**src/rtl/ldpc_pkg.sv**
```systemverilog
// Shared LDPC message widths and the sign-magnitude message type used by the
// two's-complement to sign-magnitude converter.
package ldpc_pkg;

  localparam int MSG_W = 7;
  localparam int SM_W  = MSG_W + 1;

  typedef struct packed {
    logic             sign;
    logic [MSG_W-1:0] mag;
  } sm_t;

endpackage

```
**src/rtl/t_to_s_lane.sv**
```systemverilog
// Combinational converter for one message: W-bit two's complement in,
// (W+1)-bit {sign, magnitude} out.
module t_to_s_lane #(
  parameter int W = 7
) (
  input  logic [W-1:0] inp,
  output logic [W:0]   sm
);

  logic         sign;
  logic [W:0]   ext;
  logic [W:0]   mag;

  // Negation happens at W+1 bits so that -2^(W-1) yields magnitude 2^(W-1)
  // in the low W bits rather than wrapping back to itself.
  always_comb begin
    sign = inp[W-1];
    ext  = {inp[W-1], inp};
    mag  = sign ? (-ext) : ext;
    sm   = {sign, mag[W-1:0]};
  end

endmodule

```
**src/rtl/t_to_s.sv**
```systemverilog
// LANES-wide two's-complement to sign-magnitude converter with one registered
// stage; out holds its last value whenever in_valid is low.
module t_to_s
  import ldpc_pkg::*;
#(
  parameter int W     = MSG_W,
  parameter int LANES = 1
) (
  input  logic                   clk,
  input  logic                   rst_n,
  input  logic                   in_valid,
  input  logic [LANES*W-1:0]     inp,
  output logic                   out_valid,
  output logic [LANES*(W+1)-1:0] out
);

  // Handshake: a beat is presented when in_valid is 1 at a rising edge and is
  // always accepted (no ready); its result appears with out_valid=1 after
  // that edge. There is no backpressure.

  logic [LANES*(W+1)-1:0] conv;
  logic [LANES*(W+1)-1:0] out_d;
  logic [LANES*(W+1)-1:0] out_q;
  logic                   out_valid_d;
  logic                   out_valid_q;

  for (genvar k = 0; k < LANES; k++) begin : g_lane
    t_to_s_lane #(.W(W)) u_lane (
      .inp (inp[k*W +: W]),
      .sm  (conv[k*(W+1) +: W+1])
    );
  end

  // The hold path never selects conv, so an undriven inp cannot leak out.
  always_comb begin
    out_d       = out_q;
    out_valid_d = in_valid;
    if (in_valid) begin
      out_d = conv;
    end
  end

  always_ff @(posedge clk or negedge rst_n) begin
    if (!rst_n) begin
      out_q       <= '0;
      out_valid_q <= 1'b0;
    end else begin
      out_q       <= out_d;
      out_valid_q <= out_valid_d;
    end
  end

  assign out       = out_q;
  assign out_valid = out_valid_q;

endmodule

```
**config.mk**
```make
export PLATFORM = sky130hd
export DESIGN_NAME = t_to_s
export DESIGN_NICKNAME = d
export VERILOG_FILES = /design/src/rtl/ldpc_pkg.sv /design/src/rtl/t_to_s_lane.sv /design/src/rtl/t_to_s.sv
export SDC_FILE = /design/constraint.sdc
export NUM_CORES = 1
export LEC_CHECK = 0
export CAP_MARGIN = 20
export CORE_MARGIN = 2
export CORE_UTILIZATION = 35
export CTS_CLUSTER_DIAMETER = 120
export CTS_CLUSTER_SIZE = 14
export DETAILED_ROUTE_END_ITERATION = 10
export PLACE_DENSITY_LB_ADDON = 0.05
export SYNTH_ARGS = -nofsm -noshare
export SYNTH_HDL_FRONTEND = slang
export SYNTH_SLANG_ARGS = --single-unit
```
**constraint.sdc**
```tcl
create_clock -name clk -period 0.9 [get_ports clk]
set_clock_uncertainty 0.05 [all_clocks]
set_input_delay 0.18 -clock clk [delete_from_list [all_inputs] [get_ports clk]]
set_output_delay 0.18 -clock clk [all_outputs]
set_load 0.005 [all_outputs]
```
[Yosys cells after proc, flatten, opt, wreduce, memory -nomap -nowiden]
Cells that the tools add are included.
Operators by class
  add/subtract/negate cells: 1
  muxes and demuxes: 1
Operator list (number)
  $mux W7: 1
  $neg A7 Y7: 1
Word-level totals
  logic and storage cells: 4
  input bits: 10
  output and inout port bits: 9
  bits in registers: 9

[Longest topological paths before layout]
Gate-level depths: netlist of run 1.
  depth after elaboration: 2
  gate-level depth with buffers: 5
  gate-level depth less buffers: 5

[Modules after synthesis]
A second synthesis of run 1 with hierarchy kept.
Second synthesis, totals
  cells, all modules: 37
  area, all modules: 501.7 um^2
Modules (own cells, without submodules)
  t_to_s: cells each 18, area each 356.6 um^2, times used 1, sequential area each 225.2 um^2
  t_to_s_lane: cells each 19, area each 145.1 um^2, times used 1, sequential area each 0.0 um^2

[Least setup slack after synthesis of run 1]
No wires, ideal clock.
  path kind: input -> register
  start: input inp[0]
  end: register out_q[4] (netlist: out[4])
  data required time: 768 ps
  path buffers: 0
  setup slack: -210 ps
  cell stages on the path: 5
  arrival time: 978 ps
  cell sequence: inv_1 ha_1 nor3b_1 or3_1 a31oi_1
Between the ends
  cells in the longest elaborated chain, start to end: 2
Ends and longest elaborated chain
  start: declaration: line t_to_s.sv:12  | input logic [LANES*W-1:0] inp,
  $neg A7 Y7: line t_to_s_lane.sv:19  | mag = sign ? (-ext) : ext;
  $mux W7: line t_to_s_lane.sv:19
  end signal: assignment: line t_to_s.sv:48  | out_q <= out_d;
  end: declaration: line t_to_s.sv:23  | logic [LANES*(W+1)-1:0] out_q;
No other way between the ends.
A chain may end at the register's enable or synchronous reset.

[Final worst setup path of run 1]
  start: register out_q[0] (netlist: out[0])
  end: output out[0]
RTL lines
  end: declaration: line t_to_s.sv:14  | output logic [LANES*(W+1)-1:0] out
No word-level cell between the ends.

==> results of run 1 <==
## layout make-up
cell class,instances,area [µm²]
multi-input cells,31,250
fillers,91,385
well taps,14,17.5
clock buffers,4,26.3
inverters,4,17.5
repair buffers,31,234
flip-flops and latches,9,225
## kinds of logic after synthesis
group,synth area share
DFF,0.495
xor gates and xnor gates,0.0385
adders and majority gates,0.0275
AOI/OAI and AO/OA,0.121
and+or+nand+nor,0.192
muxes,0.0714
buffers and inverters,0.0549
## flip-flops by register name, indices dropped and copies added, names as in the netlist
name and cells:
out 8, out_valid 1
## cell usage after synthesis, drive strengths merged
master  n
a21oi   3
a311oi  1
a31oi   1
and3b   1
buf     2
dfrtp   9
ha      1
inv     4
mux2    2
mux2i   1
nand2   1
nand4   2
nor2    5
nor2b   3
nor3    1
nor3b   1
o211ai  1
o21ai   2
o31ai   1
or2     1
or3     1
xnor2   1
xor2    1
## routing by layer
layer / part of all wire / vias to the layer above / global-route usage
met4: 0.015 / 0 / 0.0776
li1: - / 225 / -
met2: 0.52 / 13 / 0.331
met5: 0 / - / 0
met3: 0.061 / 4 / 0.0333
met1: 0.41 / 196 / 0.199
## repair_timing
| item | in CTS | in global routing |
|---|---|---|
| hold buffers | 0 | 0 |
| pin swaps | 6 | 2 |
| endpoints found under the setup margin | 17 | 16 |
| setup buffers | 3 | 0 |
| gates resized for setup | 62 | 7 |
## through the flow
stage | setup TNS, ns | cells | worst slack [ns] | hold slack (ns) | cell area, µm²
4_1_cts | -0.993 | 93 | -0.0967 | 0.134 | 756
2_1_floorplan | -0.236 | 46 | -0.147 | -0.166 | 458
5_1_grt | -1.24 | 93 | -0.137 | 0.131 | 771
6_report | -0.877 | 93 | -0.0994 | 0.124 | 771
3_3_place_gp | -5.91 | 86 | -0.757 | 0.433 | 721
3_5_place_dp | -6.14 | 86 | -0.771 | 0.427 | 721
## power by group through the flow
stage          Sequential [mW]  Combinational, mW  Clock [mW]
4_1_cts                  0.462              0.262       0.318
5_1_grt                  0.467              0.302       0.342
6_report                 0.462              0.272       0.316
2_1_floorplan            0.474             0.0827           0
3_3_place_gp             0.469              0.271           0
3_5_place_dp             0.472              0.275           0
## how the worst max path moves through the flow
stage,startpoint,end,slack (ns),cells after the start
finish,out[0]$_DFFE_PN0P_,out[0],-0.1,1
global route,out[5]$_DFFE_PN0P_,out[5]$_DFFE_PN0P_,-0.14,3
detailed placement,inp[0],out[5]$_DFFE_PN0P_,-0.77,5
floorplan,inp[0],out[4]$_DFFE_PN0P_,-0.15,5
global placement,inp[0],out[4]$_DFFE_PN0P_,-0.76,6
CTS,out[1]$_DFFE_PN0P_,out[1],-0.1,1
==> out/metrics.yaml, run 1 <==
status:
  status: "finished, violations left"
  violations: "negative setup slack"
grt:
  antenna_found_initial: 0
  first_global_vias: 454
  grt_overflow: 0
  grt_pass1_wl_um: 1870
  grt_usage: 0.180
  grt_max_degree: 14
placed_design:
  hpwl_um: 780
  port_buffers: 18
  place.gp.congestion: 0.749
setup_path:
  cp.arrival_ns: 0.77
  critical_path_buf_inv_count: 1
  cp_top_family: "flip-flops"
  cp.required_ns: 0.67
  critPathMaxStageDelay_ns: 0.38
  worst-r2r-cell-count: 3
  cp-end-kind: "output port"
  cp_max_fo: 2
  cp_cell_sequence: "buf_2"
  slowest_stage: "dfrtp_1"
  worstReg2RegStart: "out[5]$_DFFE_PN0P_"
  crit_type: "flop to output port"
  start_kind: "flop"
  r2r_end: "out[5]$_DFFE_PN0P_"
  reg2reg_slack_ns: -0.09
layout:
  final_nets: 91
  layout_common_cells: "12 x buf_4, 9 x dfrtp_1, 9 x buf_2, 5 x nor2_1"
  layout_commonest_cell: "buf_4"
  drive_above_1_share: 0.506
  antenna_cells: 0
  area_delta_synth_final_pct: 69.2
  final_util: 0.667
power:
  p_seq_frac: 0.440
  intPower_mw: 0.774
  power_mw: 1.05
  powerDensity_mw_per_mm2: 1360
  p_leak_nw: 0.366
  clock_power_share: 0.301
  switching_share: 0.263
  peakVddDrop_mv: 0.950
  p_sw_mw: 0.276
  combinationalPowerShare: 0.259
floorplan:
  pin_count: 19
  design.die.area_mm2: 0.00161
  die_w_um: 40.1
  dieHeight_um: 40.1
  start_util: 0.394
  rows: 12
  core_area_mm2: 0.00116
flow_run:
  max_cap_violations: 0
timing:
  slew_headroom: 0.839
  fmax_ghz: 1.00
  drv_slew: 0
  rsz0062_at_grt: "true"
  max_slew.worst_pin.slew_ns: 0.241
  hold_violations: 0
  setup_slack_ns: -0.0994
  setup_viol: 12
  final.period_utilization: 1.11
  fin_crit_ns: 0.999
yosys:
  ys_ff_latch: 9
  seq_area_frac_synth: 0.495
  yosys.area.top_type: "dfrtp_1"
  syn_nets: 57
  synth.distinct_cells: 24
  avgSynthCellArea_um2: 9.90
  ys_warn_count: 0
  netlist_top_cells_area: "dfrtp_1 49%, mux2_2 4.9%, nor2_1 4.1%"
  syn-cell-area_um2: 455
  synth_top_area_frac: 0.495
  synth_cells: 46
clocking:
  cts_tree: "yes"
  clkLatencyLatePin_ns: 0.26
  clkSinkCount: 9
  cts.reportedPaths.clkPinSlew_ns: 0.06
  clock-root-buffer: "clkbuf_4"
  cts_buffers: 3
  clk_path_buf_depth: 2
  h-tree-depth: 1
hold_path:
  worstHoldPathCells: 2
  min_path_type: "input pin to flop"
  holdPathEnd: "out[0]$_DFFE_PN0P_"
  hold_path_startpoint: "inp[0]"
drt:
  drc_errors: 0
  vias: 438
  via_per_inst: 4.71
  wl_um: 1100
  drt_iter0_drc: 4
  ant_nets: 0
  routedWlPerCell_um: 11.8
  drtPass1Iterations: 3
No activity file was read; power rests on OpenSTA's default activity.
==> run 2, diff against run 1 <==
--- a/config.mk
+++ b/config.mk
@@ -5,6 +5,7 @@
 export SDC_FILE = /design/constraint.sdc
 export NUM_CORES = 1
 export LEC_CHECK = 0
+export ABC_AREA = 1
 export CAP_MARGIN = 20
 export CORE_MARGIN = 2
 export CORE_UTILIZATION = 35
@@ -15,3 +16,4 @@
 export SYNTH_ARGS = -nofsm -noshare
 export SYNTH_HDL_FRONTEND = slang
 export SYNTH_SLANG_ARGS = --single-unit
+export TNS_END_PERCENT = 50
==> out/metrics.yaml, run 2 <==
power:
  intPower_mw: 0.752  # was 0.774 mW
  p_sw_mw: 0.258  # was 0.276 mW
  clock_power_share: 0.302  # was 0.301
  p_seq_frac: 0.451  # was 0.440
  switching_share: 0.256  # was 0.263
  p_leak_nw: 0.416  # was 0.366 nW
  powerDensity_mw_per_mm2: 1350  # was 1360 mW/mm²
  combinationalPowerShare: 0.247  # was 0.259
  peakVddDrop_mv: 0.829  # was 0.950 mV
yosys:
  synth_top_area_frac: 0.496  # was 0.495
  synth_edf_count: 0  # unchanged
  ys_ff_latch: 9  # unchanged
  synth_commonest_cells: "19 x nand2_1, 9 x dfrtp_1, 7 x nand3_1"  # was 9 x dfrtp_1, 5 x nor2_1, 3 x a21oi_1, 3 x inv_1, 3 x nor2b_1
  netlist_top_cells_area: "dfrtp_1 50%, nand2_1 16%, nand3_1 7.7%"  # was dfrtp_1 49%, mux2_2 4.9%, nor2_1 4.1%
  syn-cell-area_um2: 454  # was 455 µm²
  async_reset_ff_frac: 1.00  # unchanged
  avgSynthCellArea_um2: 7.97  # was 9.90 µm²
  synth_ff_type: "dfrtp_1"  # unchanged
  ys_warn_count: 0  # unchanged
  syn_nets: 68  # was 57
  yosys.area.top_type: "dfrtp_1"  # unchanged
  synth_cells: 57  # was 46
  synth.distinct_cells: 15  # was 24
  synth_most_common_cell: "nand2_1"  # was dfrtp_1
  seq_area_frac_synth: 0.496  # was 0.495
setup_path:
  start_kind: "flop"  # unchanged
  cp_cell_sequence: "buf_2"  # unchanged
  crit_type: "flop to output port"  # unchanged
  critical_path_buf_inv_count: 1  # unchanged
  cp_top_family: "flip-flops"  # unchanged
  cp.required_ns: 0.67  # about the same
  cp.arrival_ns: 0.76  # was 0.77 ns
  critPathMaxStageDelay_ns: 0.38  # about the same
  cp-end-kind: "output port"  # unchanged
  slowest_stage: "dfrtp_1"  # unchanged
  cp_max_fo: 2  # unchanged
floorplan:
  die_w_um: 40.0  # was 40.1 µm
  pin_count: 19  # unchanged
  rows: 12  # unchanged
  core_area_mm2: 0.00116  # unchanged
  start_util: 0.393  # was 0.394
  design.die.area_mm2: 0.00160  # was 0.00161 mm²
  dieHeight_um: 40.0  # was 40.1 µm
layout:
  largest_reg_flops: 8  # unchanged
  layout_commonest_cell: "nand2_1"  # was buf_4
  num-fill-cells: 103  # was 91
  final_nets: 105  # was 91
  layout_common_cells: "17 x nand2_1, 15 x buf_4, 9 x dfrtp_1, 9 x buf_2, 6 x nand3_1"  # was 12 x buf_4, 9 x dfrtp_1, 9 x buf_2, 5 x nor2_1
  antenna_cells: 0  # unchanged
  final_cells: 107  # was 93
  drive_above_1_share: 0.409  # was 0.506
  area_delta_synth_final_pct: 65.3  # was 69.2%
  final_util: 0.649  # was 0.667
clocking:
  clkLatencyLatePin_ns: 0.25  # was 0.26 ns
  hold_buffers: 0  # unchanged
  cts_tree: "yes"  # unchanged
  cts.reportedPaths.clkPinSlew_ns: 0.06  # about the same
  clk_path_buf_depth: 2  # unchanged
  clock-root-buffer: "clkbuf_4"  # unchanged
  h-tree-depth: 1  # unchanged
  clkSinkCount: 9  # unchanged
  cts_buffers: 3  # unchanged
timing:
  fmax_ghz: 1.01  # was 1.00 GHz
  rsz0062_at_grt: "true"  # unchanged
  slew_headroom: 0.828  # was 0.839
  holdWs_ns: 0.127  # was 0.124 ns
  fin_crit_ns: 0.991  # was 0.999 ns
  tns_ns: -0.690  # was -0.877 ns
  hold_violations: 0  # unchanged
  final.period_utilization: 1.10  # was 1.11
  setup_slack_ns: -0.0907  # was -0.0994 ns
  setup_viol: 9  # was 12
  drv_slew: 0  # unchanged
  max_slew.worst_pin.slew_ns: 0.258  # was 0.241 ns
drt:
  via_per_inst: 4.32  # was 4.71
  drt_iter0_drc: 9  # was 4
  drtPass1Iterations: 4  # was 3
  ant_nets: 0  # unchanged
  routedWlPerCell_um: 9.02  # was 11.8 µm
  drc_errors: 0  # unchanged
  wl_um: 965  # was 1100 µm
  vias: 462  # was 438
hold_path:
  min_path_type: "input pin to flop"  # unchanged
flow_run:
  max_cap_violations: 0  # unchanged
grt:
  antenna_found_initial: 0  # unchanged
  grt_usage: 0.148  # was 0.180
  first_global_vias: 380  # was 454
  grt_overflow: 0  # unchanged
  grt_pass1_wl_um: 1540  # was 1870 µm
  grt_max_degree: 12  # was 14
placed_design:
  dp_cells: 101  # was 86
  port_buffers: 18  # unchanged
  hpwl_um: 769  # was 780 µm
  place.gp.congestion: 0.765  # was 0.749
  place_worst_setup_slack_ns: -0.515  # was -0.771 ns
status:
  status: "finished, violations left"  # unchanged
  violations: "negative setup slack"  # unchanged
==> run 2: logic make-up after synthesis <==
family | synth area share
adder cells (fa/ha/maj) | 0.0275
AND/OR/NAND/NOR | 0.292
buffers and inverters | 0.0936
AO/OA/AOI/OAI | 0.0716
flip-flops | 0.496
XOR/XNOR | 0.0193
==> run 2: power by group through the flow <==
stage / logic (mW) / clock network, mW / registers, mW
2_1_floorplan: 0.0818 / 0 / 0.470
5_1_grt: 0.281 / 0.343 / 0.460
3_5_place_dp: 0.274 / 0 / 0.467
4_1_cts: 0.252 / 0.315 / 0.457
6_report: 0.250 / 0.305 / 0.456
3_3_place_gp: 0.272 / 0 / 0.464
==> run 2: stage by stage <==
stage	power [mW]	instance area, µm²
final	1.01	751
after global routing	1.08	751
after CTS	1.02	743
after detailed placement	0.740	741
after global placement	0.736	741
after floorplan	0.552	454
==> run 2: cell type report <==
| cell class | count | area (µm²) | area share |
|---|---|---|---|
| sequential | 9 | 225 | 0.300 |
| inverter | 7 | 26.3 | 0.0350 |
| timing repair buffer | 34 | 251 | 0.335 |
| tap | 14 | 17.5 | 0.0233 |
| clock buffer | 4 | 26.3 | 0.0350 |
| multi-input combinational | 39 | 204 | 0.272 |
==> run 2: per-layer routing <==
metal / vias up / global-route usage / share of wire
met3: 2 / 0.0333 / 0.078
li1: 257 / - / -
met2: 17 / 0.218 / 0.43
met5: - / 0 / 0
met4: 0 / 0.0776 / 0.0093
met1: 186 / 0.200 / 0.48
==> run 2: path summary, 6_finish.rpt <==
path,from,endpoint,cells past startpoint,slack (ns)
max,out[6]$_DFFE_PN0P_,out[6],1,-0.09
min,inp[0],out[0]$_DFFE_PN0P_,3,0.13
max reg2reg,out[7]$_DFFE_PN0P_,out[7]$_DFFE_PN0P_,3,0.14
min reg2reg,out[5]$_DFFE_PN0P_,out[5]$_DFFE_PN0P_,2,0.43
max in group asynchronous,rst_n,out[1]$_DFFE_PN0P_,2,0.50
min in group asynchronous,rst_n,out[7]$_DFFE_PN0P_,2,0.17
==> run 2: what timing repair did <==
action,in CTS,in global routing
setup endpoints to repair,17,15
gates resized for setup,47,6
pin swaps,3,1
buffers inserted,2,0
